--- config.mk ---
export PLATFORM = sky130hd
export DESIGN_NAME = dvs_spike_scheduler
export DESIGN_NICKNAME = d
export VERILOG_FILES = /design/src/rtl/dvs_spike_scheduler.sv
export SDC_FILE = /design/constraint.sdc
export NUM_CORES = 1
export LEC_CHECK = 0
export BUFFER_PORTS_ARGS = -buffer_cell sky130_fd_sc_hd__buf_2
export CORE_ASPECT_RATIO = 0.7
export CORE_MARGIN = 10
export CORE_UTILIZATION = 42
export DETAILED_ROUTE_END_ITERATION = 10
export PLACE_DENSITY = 0.61
export SKIP_LAST_GASP = 1
export SYNTH_ARGS = -nofsm -noshare
export SYNTH_HDL_FRONTEND = slang
export SYNTH_SLANG_ARGS = --single-unit
--- constraint.sdc ---
create_clock -name clk -period 19.3 [get_ports clk]
set_input_delay 0 -clock clk [delete_from_list [all_inputs] [get_ports clk]]
set_output_delay 0 -clock clk [all_outputs]
set_load 0.02 [all_outputs]
--- src/rtl/dvs_spike_scheduler.sv ---
// DVS event scheduler: event FIFO, timestep windowing and spike handshake toward RAVENS.
// Optional per-window duplicate-neuron suppression is enabled by defining DVS_SCHED_DEDUP_EN.

package dvs_pkg;
    localparam int DVS_X_ADDR_BITS = 8;
    localparam int DVS_Y_ADDR_BITS = 8;
    localparam int DVS_TS_BITS     = 16;
    localparam int DVS_WIDTH_PXLS  = 240;
    localparam int EVENT_BITS      = DVS_X_ADDR_BITS + DVS_Y_ADDR_BITS + 1 + DVS_TS_BITS;
    localparam int RAVENS_PKT_BITS = 32;
    localparam int RAVENS_NID_LSB  = 5;
endpackage

module dvs_event_to_ravens_spike
    import dvs_pkg::*;
(
    input  logic [EVENT_BITS-1:0]      evt,
    output logic [RAVENS_PKT_BITS-1:0] pkt
);
    logic [DVS_X_ADDR_BITS-1:0] x;
    logic [DVS_Y_ADDR_BITS-1:0] y;
    logic                       pol;
    logic [DVS_TS_BITS-1:0]     ts;
    logic [31:0]                lin;
    logic                       unused_bits;

    assign {x, y, pol, ts} = evt;
    assign lin = 32'(x) + 32'(y) * 32'(DVS_WIDTH_PXLS);
    // {type, reserved, core/neuron, reserved}; the neuron field is the linear pixel index mod 256
    assign pkt = {3'b000, 16'h0000, lin[7:0], 5'b00000};
    assign unused_bits = ^{pol, ts, lin[31:8]};
endmodule

module dvs_spike_scheduler
    import dvs_pkg::*;
#(
    parameter int FIFO_DEPTH = 16,
    parameter int WINDOW_US  = 1000
) (
    input  logic                            clk,
    input  logic                            rst,
    input  logic                            enable,
    input  logic                            evt_valid,
    output logic                            evt_ready,
    input  logic [EVENT_BITS-1:0]           evt_data,
    output logic                            spk_valid,
    input  logic                            spk_ready,
    output logic [RAVENS_PKT_BITS-1:0]      spk_data,
    output logic                            step_done,
    output logic [$clog2(FIFO_DEPTH):0]     fifo_level,
    output logic [15:0]                     drop_count
);
    localparam int PW = $clog2(FIFO_DEPTH);
    localparam int LW = PW + 1;
    localparam logic [DVS_TS_BITS-1:0] WIN = DVS_TS_BITS'(WINDOW_US);

    // Handshake: a spike transfers on a rising edge where spk_valid && spk_ready;
    // once raised, spk_valid and spk_data hold until that transfer.
    typedef enum logic [1:0] {IDLE, EMIT, STEP} state_t;
    state_t state;

    logic [EVENT_BITS-1:0]      mem [FIFO_DEPTH];
    logic [PW-1:0]              rd_ptr, wr_ptr, rd_ptr_nx;
    logic [LW-1:0]              level, level_nx;
    logic                       win_active, rst_done;
    logic [DVS_TS_BITS-1:0]     win_start, head_ts, age;
    logic [DVS_TS_BITS-1:0]     ws_nx, next_ts, next_age;
    logic                       wa_nx, expired, next_expired;
    logic                       emit_ok, dup, pop, full, accept, push;
    logic [RAVENS_PKT_BITS-1:0] head_pkt;

    dvs_event_to_ravens_spike u_conv (.evt(mem[rd_ptr]), .pkt(head_pkt));

    assign head_ts   = mem[rd_ptr][DVS_TS_BITS-1:0];
    assign age       = head_ts - win_start;
    assign expired   = win_active && (age >= WIN);
    assign emit_ok   = (state == EMIT) && !expired;
    assign spk_valid = emit_ok && !dup;
    assign pop       = emit_ok && (dup || spk_ready);
    assign full      = (level == LW'(FIFO_DEPTH));
    assign evt_ready = enable && rst_done;
    assign accept    = evt_valid && evt_ready;
    assign push      = accept && !full;
    assign level_nx  = level + LW'(push) - LW'(pop);
    assign spk_data  = (level != '0) ? head_pkt : '0;
    assign fifo_level = level;

    // Look ahead at the entry that becomes head next cycle so a window close
    // is decided at the edge it arrives, not one cycle later.
    assign rd_ptr_nx    = rd_ptr + PW'(1);
    assign next_ts      = (pop && (level > LW'(1))) ? mem[rd_ptr_nx][DVS_TS_BITS-1:0]
                                                    : evt_data[DVS_TS_BITS-1:0];
    assign ws_nx        = ((state == EMIT) && !win_active) ? head_ts : win_start;
    assign wa_nx        = win_active || (state == EMIT);
    assign next_age     = next_ts - ws_nx;
    assign next_expired = wa_nx && (next_age >= WIN);

`ifdef DVS_SCHED_DEDUP_EN
    logic [255:0] fired;
    logic [7:0]   head_nid;

    assign head_nid = head_pkt[RAVENS_NID_LSB +: 8];
    assign dup      = (state == EMIT) && fired[head_nid];

    always_ff @(posedge clk or posedge rst) begin
        if (rst) begin
            fired <= '0;
        end else if (state == STEP) begin
            fired <= '0;
        end else if (spk_valid && spk_ready) begin
            fired[head_nid] <= 1'b1;
        end
    end
`else
    assign dup = 1'b0;
`endif

    always_ff @(posedge clk) begin
        if (push) mem[wr_ptr] <= evt_data;
    end

    always_ff @(posedge clk or posedge rst) begin
        if (rst) begin
            state      <= IDLE;
            rd_ptr     <= '0;
            wr_ptr     <= '0;
            level      <= '0;
            win_active <= 1'b0;
            win_start  <= '0;
            drop_count <= '0;
            step_done  <= 1'b0;
            rst_done   <= 1'b0;
        end else begin
            rst_done  <= 1'b1;
            step_done <= 1'b0;
            level     <= level_nx;
            if (push) wr_ptr <= wr_ptr + PW'(1);
            if (pop)  rd_ptr <= rd_ptr_nx;
            if (accept && full && (drop_count != 16'hFFFF)) drop_count <= drop_count + 16'd1;
            case (state)
                IDLE: begin
                    if (push) begin
                        state     <= next_expired ? STEP : EMIT;
                        step_done <= next_expired;
                    end
                end
                EMIT: begin
                    if (!win_active) begin
                        win_start  <= head_ts;
                        win_active <= 1'b1;
                    end
                    if (expired) begin
                        state     <= STEP;
                        step_done <= 1'b1;
                    end else if (pop) begin
                        if (level_nx == '0) begin
                            state <= IDLE;
                        end else if (next_expired) begin
                            state     <= STEP;
                            step_done <= 1'b1;
                        end
                    end
                end
                STEP: begin
                    win_start <= head_ts;
                    state     <= EMIT;
                end
                default: state <= IDLE;
            endcase
        end
    end
endmodule

# ---- After elaboration in Yosys (flattened, before gate mapping)
# Memories as Yosys holds them, arrays and structs flattened.
# Index checks and enable logic that the tools add are counted.
dict set report word_totals {
  regBits 50
  ram_bits 528
  in_bits 38
  out_inout_bits 56
  memories 1
}
# memory words width read_ports rd_clocked_by_memory_dff wr line_no
set memory_table {}
lappend memory_table {mem 16 33 2 0 1 62} ;# logic [EVENT_BITS-1:0] mem [FIFO_DEPTH];
dict set report classes {
  n_addsub 8
  n_mul 1
  n_lt_le_gt_ge 3
  n_eq_ne 8
  n_mux 20
  reduce_logical 21
}
# op count
set op_table {}
lappend op_table {{16-bit two-way mux} 3}
lappend op_table {{16-bit by 10-bit greater-or-equal comparator with 1-bit output (second input constant)} 2}
lappend op_table {{16-bit case mux with 2 select lines} 1}
lappend op_table {{16-bit subtractor} 2}
lappend op_table {{16-bit by 1-bit adder with 16-bit output (second input constant)} 1}
lappend op_table {{16-bit != test (second input constant)} 1}
lappend op_table {{13-bit two-way mux} 1}
lappend op_table {{2-bit two-way mux} 6}
lappend op_table {{1-bit logical AND} 11}
lappend op_table {{4-bit by 1-bit adder with 4-bit output (second input constant)} 2}
lappend op_table {{8-bit adder} 1}
lappend op_table {{8-bit by 4-bit multiplier with 4-bit output (second input constant)} 1}
lappend op_table {{1-bit two-way mux} 7}
lappend op_table {{2-bit case mux with 3 select lines} 1}
lappend op_table {{5-bit by 1-bit adder with 5-bit output} 1}
lappend op_table {{5-bit == test (second input constant)} 1}
lappend op_table {{5-bit by 1-bit > comparator with 1-bit output (second input constant)} 1}
lappend op_table {{5-bit zero test} 1}
lappend op_table {{5-bit nonzero test} 1}
lappend op_table {{5-bit by 1-bit subtractor with 5-bit output} 1}
lappend op_table {{2-bit != test (second input constant)} 2}
lappend op_table {{4-bit by 3-bit != test with 1-bit output (second input constant)} 1}
lappend op_table {{1-bit zero test} 3}
lappend op_table {{3-bit != test (second input constant)} 1}
lappend op_table {{other kinds (8)} 8}

# ---- Logic depth before layout (Yosys ltp)
# Gate-level depths: netlist of run 1.
# An unclocked memory read counts as a cell.
dict set report logic_depth {
  depth_word 17
  depth_mapped 33
  ltp_nobuf 29
}

# ---- Hierarchy
# A second synthesis of run 1 with hierarchy kept.
dict set report hier_totals {
  cells_unflattened 1389
  area_unflattened_um2 26586.7
}
# mod n_inst cells_per_inst area_per_inst_um2 seq_area_each_um2
set modules_own_cells {}
lappend modules_own_cells {dvs_spike_scheduler 1 1346 26207.6 17106.4}
lappend modules_own_cells {dvs_event_to_ravens_spike 1 43 379.1 0.0}

# ---- Least setup slack after synthesis of run 1
# No wires, ideal clock.
dict set report synth_path {
  path_type {reg-to-reg}
  start {reg rd_ptr[0]}
  end {reg state[0]}
  setup_ns 0.095
  arrival_ns 7.103
  slack_ns 12.102
  stages_incl_launch_ff 33
  path_buffers 4
  period_less_slack_ns 7.198
  cell_sequence {dfrtp_1 > buf_2 > buf_2 > buf_1 > mux4_2 > mux4_2 > inv_1 > ha_1 > inv_1 > fa_1 > a21o_1 > a221o_1 > a21oi_1 > nor2b_1 > o32ai_1 > a2111oi_4 > o31ai_4 > nand2_2 > buf_2 > mux2i_1 > ha_1 > inv_1 > fa_1 > a21oi_1 > a21o_1 > a2111oi_0 > nor3_1 > o21a_1 > nor3_1 > a311o_1 > nor4_1 > o21ai_2 > o32ai_2}
}
dict set report synth_via {
  elab_chain_cells 15
}
# item line_no
set synth_rtl {}
lappend synth_rtl {{start, declared} 63} ;# logic [PW-1:0] rd_ptr, wr_ptr, rd_ptr_nx;
lappend synth_rtl {{start signal, assigned} 138} ;# if (pop) rd_ptr <= rd_ptr_nx;
lappend synth_rtl {{memory read 16 x 33 bit *} --}
lappend synth_rtl {{16-bit subtractor} 75} ;# assign age = head_ts - win_start;
lappend synth_rtl {{16-bit by 10-bit greater-or-equal comparator with 1-bit output} 76} ;# assign expired = win_active && (age >= WIN);
lappend synth_rtl {{1-bit logical AND} 76}
lappend synth_rtl {{1-bit zero test} 77} ;# assign emit_ok = (state == EMIT) && !expired;
lappend synth_rtl {{1-bit logical AND} 77}
lappend synth_rtl {{1-bit logical AND} 79} ;# assign pop = emit_ok && (dup || spk_ready);
lappend synth_rtl {{1-bit logical AND} 91} ;# assign next_ts = (pop && (level > LW'(1))) ? mem[rd_ptr_nx][DVS_TS_BITS-1:0]
lappend synth_rtl {{16-bit two-way mux} 91}
lappend synth_rtl {{16-bit subtractor} 95} ;# assign next_age = next_ts - ws_nx;
lappend synth_rtl {{16-bit by 10-bit greater-or-equal comparator with 1-bit output} 96} ;# assign next_expired = wa_nx && (next_age >= WIN);
lappend synth_rtl {{1-bit logical AND} 96}
lappend synth_rtl {{2-bit two-way mux} 143} ;# state <= next_expired ? STEP : EMIT;
lappend synth_rtl {{2-bit two-way mux} 142} ;# if (push) begin
lappend synth_rtl {{2-bit case mux with 3 select lines} 140} ;# case (state)
lappend synth_rtl {{end signal, assigned} 143}
lappend synth_rtl {{end, declared} 60} ;# state_t state;
# Every way passes the cells marked *; elsewhere a longest branch is shown, timed or not. The select of a mux whose other input is x is not followed.
# A chain may end at the register's enable or synchronous reset.

# ---- Worst setup path in the final report of run 1
dict set report layout_path {
  start {reg rd_ptr[0]}
  end {reg state[0]}
}
dict set report layout_via {
  elab_chain_cells 15
}
# item line_no
set layout_rtl {}
lappend layout_rtl {{memory read 16 x 33 bit *} --}
lappend layout_rtl {{via head_ts[4]} 66} ;# logic [DVS_TS_BITS-1:0] win_start, head_ts, age;
lappend layout_rtl {{16-bit subtractor} 75}
lappend layout_rtl {{16-bit by 10-bit greater-or-equal comparator with 1-bit output} 76}
lappend layout_rtl {{1-bit logical AND} 76}
lappend layout_rtl {{1-bit zero test} 77}
lappend layout_rtl {{1-bit logical AND} 77}
lappend layout_rtl {{1-bit logical AND} 79}
lappend layout_rtl {{1-bit logical AND} 91}
lappend layout_rtl {{16-bit two-way mux} 91}
lappend layout_rtl {{16-bit subtractor} 95}
lappend layout_rtl {{16-bit by 10-bit greater-or-equal comparator with 1-bit output} 96}
lappend layout_rtl {{1-bit logical AND} 96}
lappend layout_rtl {{2-bit two-way mux} 143}
lappend layout_rtl {{2-bit two-way mux} 142}
lappend layout_rtl {{2-bit case mux with 3 select lines} 140}
# Mark *: on every way through the listed nets, which the timed path passes. The rest lies on a longest branch. The select of a mux whose other input is x is not followed.

==> results by group, run 1 <==
Outcome
  – Status: finished, final reports clean

Timing
  – Skew final: 0.0142 ns
  – RSZ-0062 raised after global routing: false
  – Total negative slack: 0 ns
  – Final hold violation count: 0
  – Final setup vio count: 0
  – Worst relative slew slack: 0.226
  – FMAX: 99.6 MHz
  – Final period util: 0.520
  – Tmin final: 10.04 ns
  – Worst slew pin tran: 1.15 ns
  – Max-slew violation count: 0

Floorplan
  – Core Region: 0.0552 sq mm
  – Site Rows: 72
  – Initial Util: 0.425
  – Die span in x: 303 microns
  – Die area: 0.0659 sq mm
  – Die H: 218 microns
  – Io pins: 94

Routing
  – Vias: 12.5k
  – Final WL: 55000 microns
  – DR iter-0 viols: 1356
  – Post-route DRC violation count: 0
  – Initial DRT Pass Iterations: 7
  – DR WL/cell: 25.5 microns
  – Via density: 5.78
  – Antenna Nets Post-Route: 0

Setup path
  – Nature of the critical path endpoint: flop
  – Startpoint types: flop
  – Crit path buf inv count: 3
  – Crit path max fanout: 59
  – Reg2reg path depth: 27
  – WP depth: 27
  – FF-to-FF setup slack: 9.26 ns
  – Top Family by Delay on Critical Path: compound AO/OA/AOI/OAI gates
  – Worst EP arrival: 10.54 ns
  – Crit Path Category: reg2reg
  – CP startpoint: rd_ptr[0]$_DFFE_PP0P_
  – Slowest cell on the critical path: dfrtp_4
  – Worst setup path end: state[0]$_DFFE_PP0P_
  – Crit path required time: 19.80 ns
  – Slowest cell delay on critical path: 0.94 ns
  – RR Startpoint: rd_ptr[0]$_DFFE_PP0P_
  – Reg2reg end: state[0]$_DFFE_PP0P_

Logic synthesis
  – Library cells used by synthesis: 64
  – Main combinational cell family by area after synthesis: multiplexers
  – XOR/XNOR share of the synthesized area: 0.0179
  – Yosys warns: 0
  – Post-synth EDFFs: 448
  – Syn Area/Cell: 18.6 sq um
  – Post-synth top flop: edfxtp_1
  – Fraction of registers with async set/reset: 0.100
  – Post-synthesis adder-cell area fraction: 0.0311
  – Mapped Cells: 1262
  – Mux share of post-synthesis cell area: 0.233
  – Seq/Total Area, Yosys: 0.627
  – Synth Area in Compound Gates: 0.0297
  – Simple-Gate Fraction of Synth Area: 0.0371
  – Register bit total from synthesis: 498
  – Post-Synthesis Cell Area: 0.0235 sq mm

Clocking
  – Post-CTS Setup Bufs: 0
  – H-tree levels: 2
  – TritonCTS buffer count: 49
  – CTS tree: built
  – CTS root buf: clkbuf_16
  – Clock Sinks: 498
  – Clk_lat worst skew: 0.59 ns
  – Max Root-Sink Buffers: 3
  – CTS clock-pin slew for the worst setup and hold paths: 0.06 ns

Layout
  – Final cell count without fillers: 2158
  – Nets@finish: 1473
  – Core Util, Final: 0.482
  – Area grow syn2layout: 13.5%
  – Commonest cells after routing, fill and taps aside: edfxtp_1, mux4_2, buf_2, ha_1, clkbuf_16
  – Commonest non-fill, non-tap cell in the layout: edfxtp_1
  – Share of layout cells above drive strength 1: 0.320

Global route
  – GRT Resource Usage Total: 0.168
  – First-pass GRT wire length: 82800 microns
  – Total gr overflow: 0
  – Vias in the first global route: 12.7k
  – Initial antenna violation count: 0
  – Largest net degree at the start of global routing: 65

Power
  – Power Density: 145 mW/mm^2
  – Max VDD drop: 0.0838 mV
  – Leak: 8.88 nW

Placement
  – GPL Wtd Cong: 0.869
  – Post-DP HPWL: 31100 microns
  – Cells after DPL: 2037
  – I/O Buffers: 64

Flow run
  – Max-cap viol count: 0

Worst hold path
  – Worst Hold Class: in2reg
## cells in the mapped netlist, types with 3 or more instances
| master | number | area share |
|---|---|---|
| a211o_1 | 4 | 0.0015 |
| a211oi_1 | 3 | 0.00096 |
| a21o_1 | 8 | 0.0026 |
| a21oi_1 | 25 | 0.0053 |
| a221oi_1 | 3 | 0.0011 |
| and2_1 | 17 | 0.0045 |
| and3_1 | 5 | 0.0013 |
| buf_1 | 24 | 0.0038 |
| buf_2 | 8 | 0.0017 |
| buf_4 | 24 | 0.0077 |
| clkbuf_1 | 22 | 0.0035 |
| dfrtp_1 | 50 | 0.053 |
| edfxtp_1 | 448 | 0.57 |
| fa_1 | 4 | 0.0034 |
| ha_1 | 52 | 0.028 |
| inv_1 | 40 | 0.0064 |
| mux2_2 | 33 | 0.016 |
| mux2i_1 | 19 | 0.0081 |
| mux4_2 | 218 | 0.21 |
| nand2_1 | 37 | 0.0059 |
| nand2b_1 | 5 | 0.0013 |
| nand3_1 | 14 | 0.0030 |
| nand4_1 | 11 | 0.0029 |
| nor2_1 | 38 | 0.0061 |
| nor2b_1 | 14 | 0.0037 |
| nor3_1 | 17 | 0.0036 |
| nor4_1 | 5 | 0.0013 |
| o21a_1 | 5 | 0.0016 |
| o21ai_0 | 20 | 0.0043 |
| xnor2_1 | 35 | 0.013 |
| xor2_1 | 11 | 0.0041 |
## registers in the layout, indices dropped and copies added, names as in the netlist
name	flops
wr_ptr	4
drop_count	16
mem	448
rd_ptr	4
fifo_level	5
step_done	1
rst_done	1
win_active	1
state	2
win_start	16
## logic make-up (layout without fill, tap and decap cells)
kind of cell / after synthesis / after routing
flops: 498 / 498
mux: 270 / 270
simple gates: 173 / 173
buf+inv: 120 / 252
compound gates: 96 / 96
fa+ha+maj: 56 / 56
xor+xnor: 47 / 47
other cells: 2 / 26
## power breakdown
group          leakage [nW]  switching (mW)  internal, mW
clock network         0.804           0.411         0.579
registers              4.65          0.0601          1.23
logic                  3.42           0.796         0.773
## worst min-delay path by stage
stage | end | start | cells after the start
finish | drop_count[0]$_DFFE_PP0P_ | enable | 5
global route | drop_count[0]$_DFFE_PP0P_ | enable | 5
CTS | drop_count[0]$_DFFE_PP0P_ | enable | 5
detailed placement | drop_count[7]$_DFFE_PP0P_ | rst | 3
global placement | drop_count[6]$_DFFE_PP0P_ | rst | 3
floorplan | mem[0][0]$_DFFE_PP_ | evt_data[0] | 0
## per-stage QoR
stage	cell area (sq um)	hold WS [ns]	power, mW	setup WS (ns)
after floorplan	23600	0.0989	2.55	12.10
after global placement	24700	0.224	2.88	9.31
after detailed placement	24700	0.226	2.89	9.23
after CTS	26600	0.0222	3.90	9.16
after global routing	26600	0.0941	4.08	8.35
final	26600	0.0582	3.85	9.26
## worst register-to-register path, delay by kind of cell (launching register included)
| family | cells | cell delay, ns |
|---|---|---|
| buf+inv | 3 | 1.68 |
| compound gates | 12 | 2.97 |
| mux | 4 | 1.89 |
| flops | 1 | 0.94 |
| simple gates | 5 | 1.39 |
| fa+ha+maj | 3 | 1.08 |
## layer usage
layer | up-vias | wire, microns | global-route usage
li1 | 5373 | - | -
met1 | 6566 | 23900 | 0.238
met2 | 454 | 25700 | 0.260
met3 | 73 | 4460 | 0.0394
met4 | 0 | 1010 | 0.0403
met5 | - | 0 | 0
## repair_timing
item	in CTS	in global routing
hold buffers	31	0
endpoints found under the hold margin	512	0
gates resized for setup	0	0
## area by class of cell
type,instances,area (sq um)
sequential,498,14700
timing repair buffer,123,841
clock buffer,63,1320
antenna,1,2.50
tap,740,926
clock inverter,26,337
fill,4596,28600
multi-input combinational,667,8340
inverter,40,150
Note: power is estimated with default switching activity, not from simulation.
==> run 2, diff against run 1 <==
- PLACE_DENSITY: 0.61 -> 0.63
- clock period: 19.3 -> 9.23 ns (I/O delays scaled with it)
==> run 2 against run 1 <==
  * Total power increased by 110%
  * Non-clock buffer count increased by 10
  * Register-to-register slack got worse by 8.5 ns
  * Routed wire length increased by 2.5%
  * Count of clock-buffer cells in the layout increased by 6
  * Clock power increased by 99%
  * Die area unchanged
==> results by group, run 2 (synthesis gave the netlist of run 1 again) <==
Outcome
  – Status: finished, final reports clean

Power
  – Leak: 8.89 nW (+0.10%)
  – Power Density: 300 mW/mm^2 (+110%)
  – Max VDD drop: 0.195 mV (+130%)

Layout
  – Area grow syn2layout: 13.6% (about the same)
  – Regs by FF count: mem: 448 flops, drop_count: 16 flops, win_start: 16 flops
  – Commonest cells after routing, fill and taps aside: edfxtp_1, mux4_2, buf_2, ha_1, clkbuf_16
  – Nets@finish: 1483 (+0.68%)
  – Post-route cell area: 0.0266 sq mm (about the same)
  – Share of layout cells above drive strength 1: 0.320 (-0.000620)
  – Filler cell count: 4551 (-0.98%)
  – Top reg by flops: mem
  – Commonest non-fill, non-tap cell in the layout: edfxtp_1
  – Max reg flops: 448 (unchanged)
  – Core Util, Final: 0.483 (about the same)

Routing
  – Final WL: 56400 microns (+2.5%)
  – Initial DRT Pass Iterations: 6 (-1)
  – Vias: 12.7k (+1.7%)
  – DR iter-0 viols: 1355 (-0.074%)
  – DR WL/cell: 26.0 microns (+2.1%)
  – Via density: 5.85 (+1.3%)
  – Post-route DRC violation count: 0 (unchanged)
  – Antenna Nets Post-Route: 0 (unchanged)

Floorplan
  – Site Rows: 72 (unchanged)
  – Core Region: 0.0552 sq mm (unchanged)
  – Initial Util: 0.425 (unchanged)
  – Io pins: 94 (unchanged)
  – Die area: 0.0659 sq mm (unchanged)
  – Die H: 218 microns (unchanged)
  – Die span in x: 303 microns (unchanged)

Clocking
  – Clock Sinks: 498 (unchanged)
  – Clk_lat worst skew: 0.60 ns (about the same)
  – TritonCTS buffer count: 49 (unchanged)
  – Post-CTS Setup Bufs: 0 (unchanged)
  – CTS clock-pin slew for the worst setup and hold paths: 0.06 ns (about the same)
  – Max Root-Sink Buffers: 3 (unchanged)
  – CTS root buf: clkbuf_16
  – H-tree levels: 2 (unchanged)
  – CTS tree: built

Setup path
  – Worst EP arrival: 8.91 ns (-1.63 ns)
  – Crit path required time: 9.70 ns (-10.10 ns)
  – Crit Path Category: reg2reg
  – Crit path max fanout: 26 (-56%)
  – Startpoint types: flop
  – Nature of the critical path endpoint: flop

Global route
  – Total gr overflow: 0 (unchanged)
  – Largest net degree at the start of global routing: 57 (-12%)
  – Initial antenna violation count: 2 (+2)
  – First-pass GRT wire length: 84700 microns (+2.4%)
  – GRT Resource Usage Total: 0.172 (+0.00446)
  – Vias in the first global route: 12.9k (+1.0%)

Timing
  – Worst slew pin tran: 1.14 ns (-0.0185 ns)
  – Worst relative slew slack: 0.242 (+0.0165)
  – Final period util: 0.914 (+0.393)
  – Tmin final: 8.43 ns (-1.61 ns)
  – FMAX: 119 MHz (+19%)
  – Total negative slack: 0 ns (unchanged)
  – Max-slew violation count: 0 (unchanged)
  – Final hold violation count: 0 (unchanged)
  – Worst hold slack: 0.0680 ns (+0.00975 ns)
  – Worst setup margin: 0.798 ns (-8.46 ns)
  – RSZ-0062 raised after global routing: false
  – Final setup vio count: 0 (unchanged)
  – Skew final: 0.0162 ns (+0.00199 ns)

Placement
  – GPL Wtd Cong: 0.849 (-2.2%)
  – Post-DP HPWL: 33700 microns (+8.3%)
  – Placed inst area: 0.0248 sq mm (+0.48%)
  – I/O Buffers: 64 (unchanged)
  – Post-placement setup slack: 0.924 ns (-8.30 ns)

Flow run
  – Max-cap viol count: 0 (unchanged)

Worst hold path
  – Worst Hold Class: in2reg
[run 2: cell types whose count changed in the layout (fill, tap and decap cells not counted), moves of 2 or more]
cell / delta
buf_4: +7
clkbuf_1: +5
bufinv_16: -4
buf_12: +3
clkinv_2: -3
clkinv_4: -2
[run 2: layout make-up]
| type | count | area, sq um | area share |
|---|---|---|---|
| antenna | 1 | 2.50 | 0.0000939 |
| clock buffer | 69 | 1350 | 0.0508 |
| multi-input combinational | 667 | 8350 | 0.313 |
| tap | 740 | 926 | 0.0347 |
| inverter | 40 | 150 | 0.00563 |
| sequential | 498 | 14700 | 0.552 |
| timing repair buffer | 133 | 953 | 0.0358 |
| clock inverter | 19 | 199 | 0.00747 |
[run 2: routing by layer]
layer	track usage	routed length, microns	up-vias
met5	0	9	-
met4	0.0379	970	2
met3	0.0399	4430	78
met2	0.256	25800	491
met1	0.255	25200	6700
li1	-	-	5408
[run 2: critical path, stage by stage, from the launching register on]
cell and delay (ns):
dfrtp_4 0.75, buf_12 0.27, mux4_2 0.53, mux4_2 0.60, ha_1 0.40, a21o_1 0.26, a221oi_2 0.28, nor2b_1 0.08
a311oi_2 0.41, mux2i_1 0.23, nand4_1 0.19, o31ai_4 0.35, nand2_2 0.33, buf_4 0.32, mux2_2 0.32, ha_1 0.36
o21ai_0 0.17, a21oi_1 0.09, o21ai_0 0.38, a21oi_1 0.11, o21ai_0 0.42, nand2b_1 0.13, a21oi_1 0.22, xnor2_1 0.09
nor4_1 0.57, o21ai_2 0.18, a22o_1 0.24
[run 2: final timing paths]
kind	from	end	slack (ns)	cells past startpoint
worst max-delay path	rd_ptr[0]$_DFFE_PP0P_	state[1]$_DFFE_PP0P_	0.80	26
worst min-delay path	enable	drop_count[0]$_DFFE_PP0P_	0.07	5
worst max register to register	rd_ptr[0]$_DFFE_PP0P_	state[1]$_DFFE_PP0P_	0.80	26
worst min register to register	drop_count[10]$_DFFE_PP0P_	drop_count[10]$_DFFE_PP0P_	0.49	1
max in group asynchronous	rst	rd_ptr[0]$_DFFE_PP0P_	8.53	4
min in group asynchronous	rst	rst_done$_DFF_PP0_	0.15	4
[run 2: per-stage QoR]
stage,power [mW],cells
after floorplan,5.32,1285
after global placement,6.04,2047
after detailed placement,6.08,2047
after CTS,8.08,2166
after global routing,8.47,2167
final,8.00,2167
[run 2: power breakdown]
part / internal, mW / switching, mW / total [mW]
clock network: 1.11 / 0.857 / 1.97
logic: 1.65 / 1.66 / 3.31
registers: 2.58 / 0.140 / 2.72
total: 5.34 / 2.66 / 8.00
[run 2: repair_timing]
action | 4_1_cts | 5_1_grt
resized for setup | 0 | 0
endpoints found under the hold margin | 509 | 0
hold buffers | 31 | 0
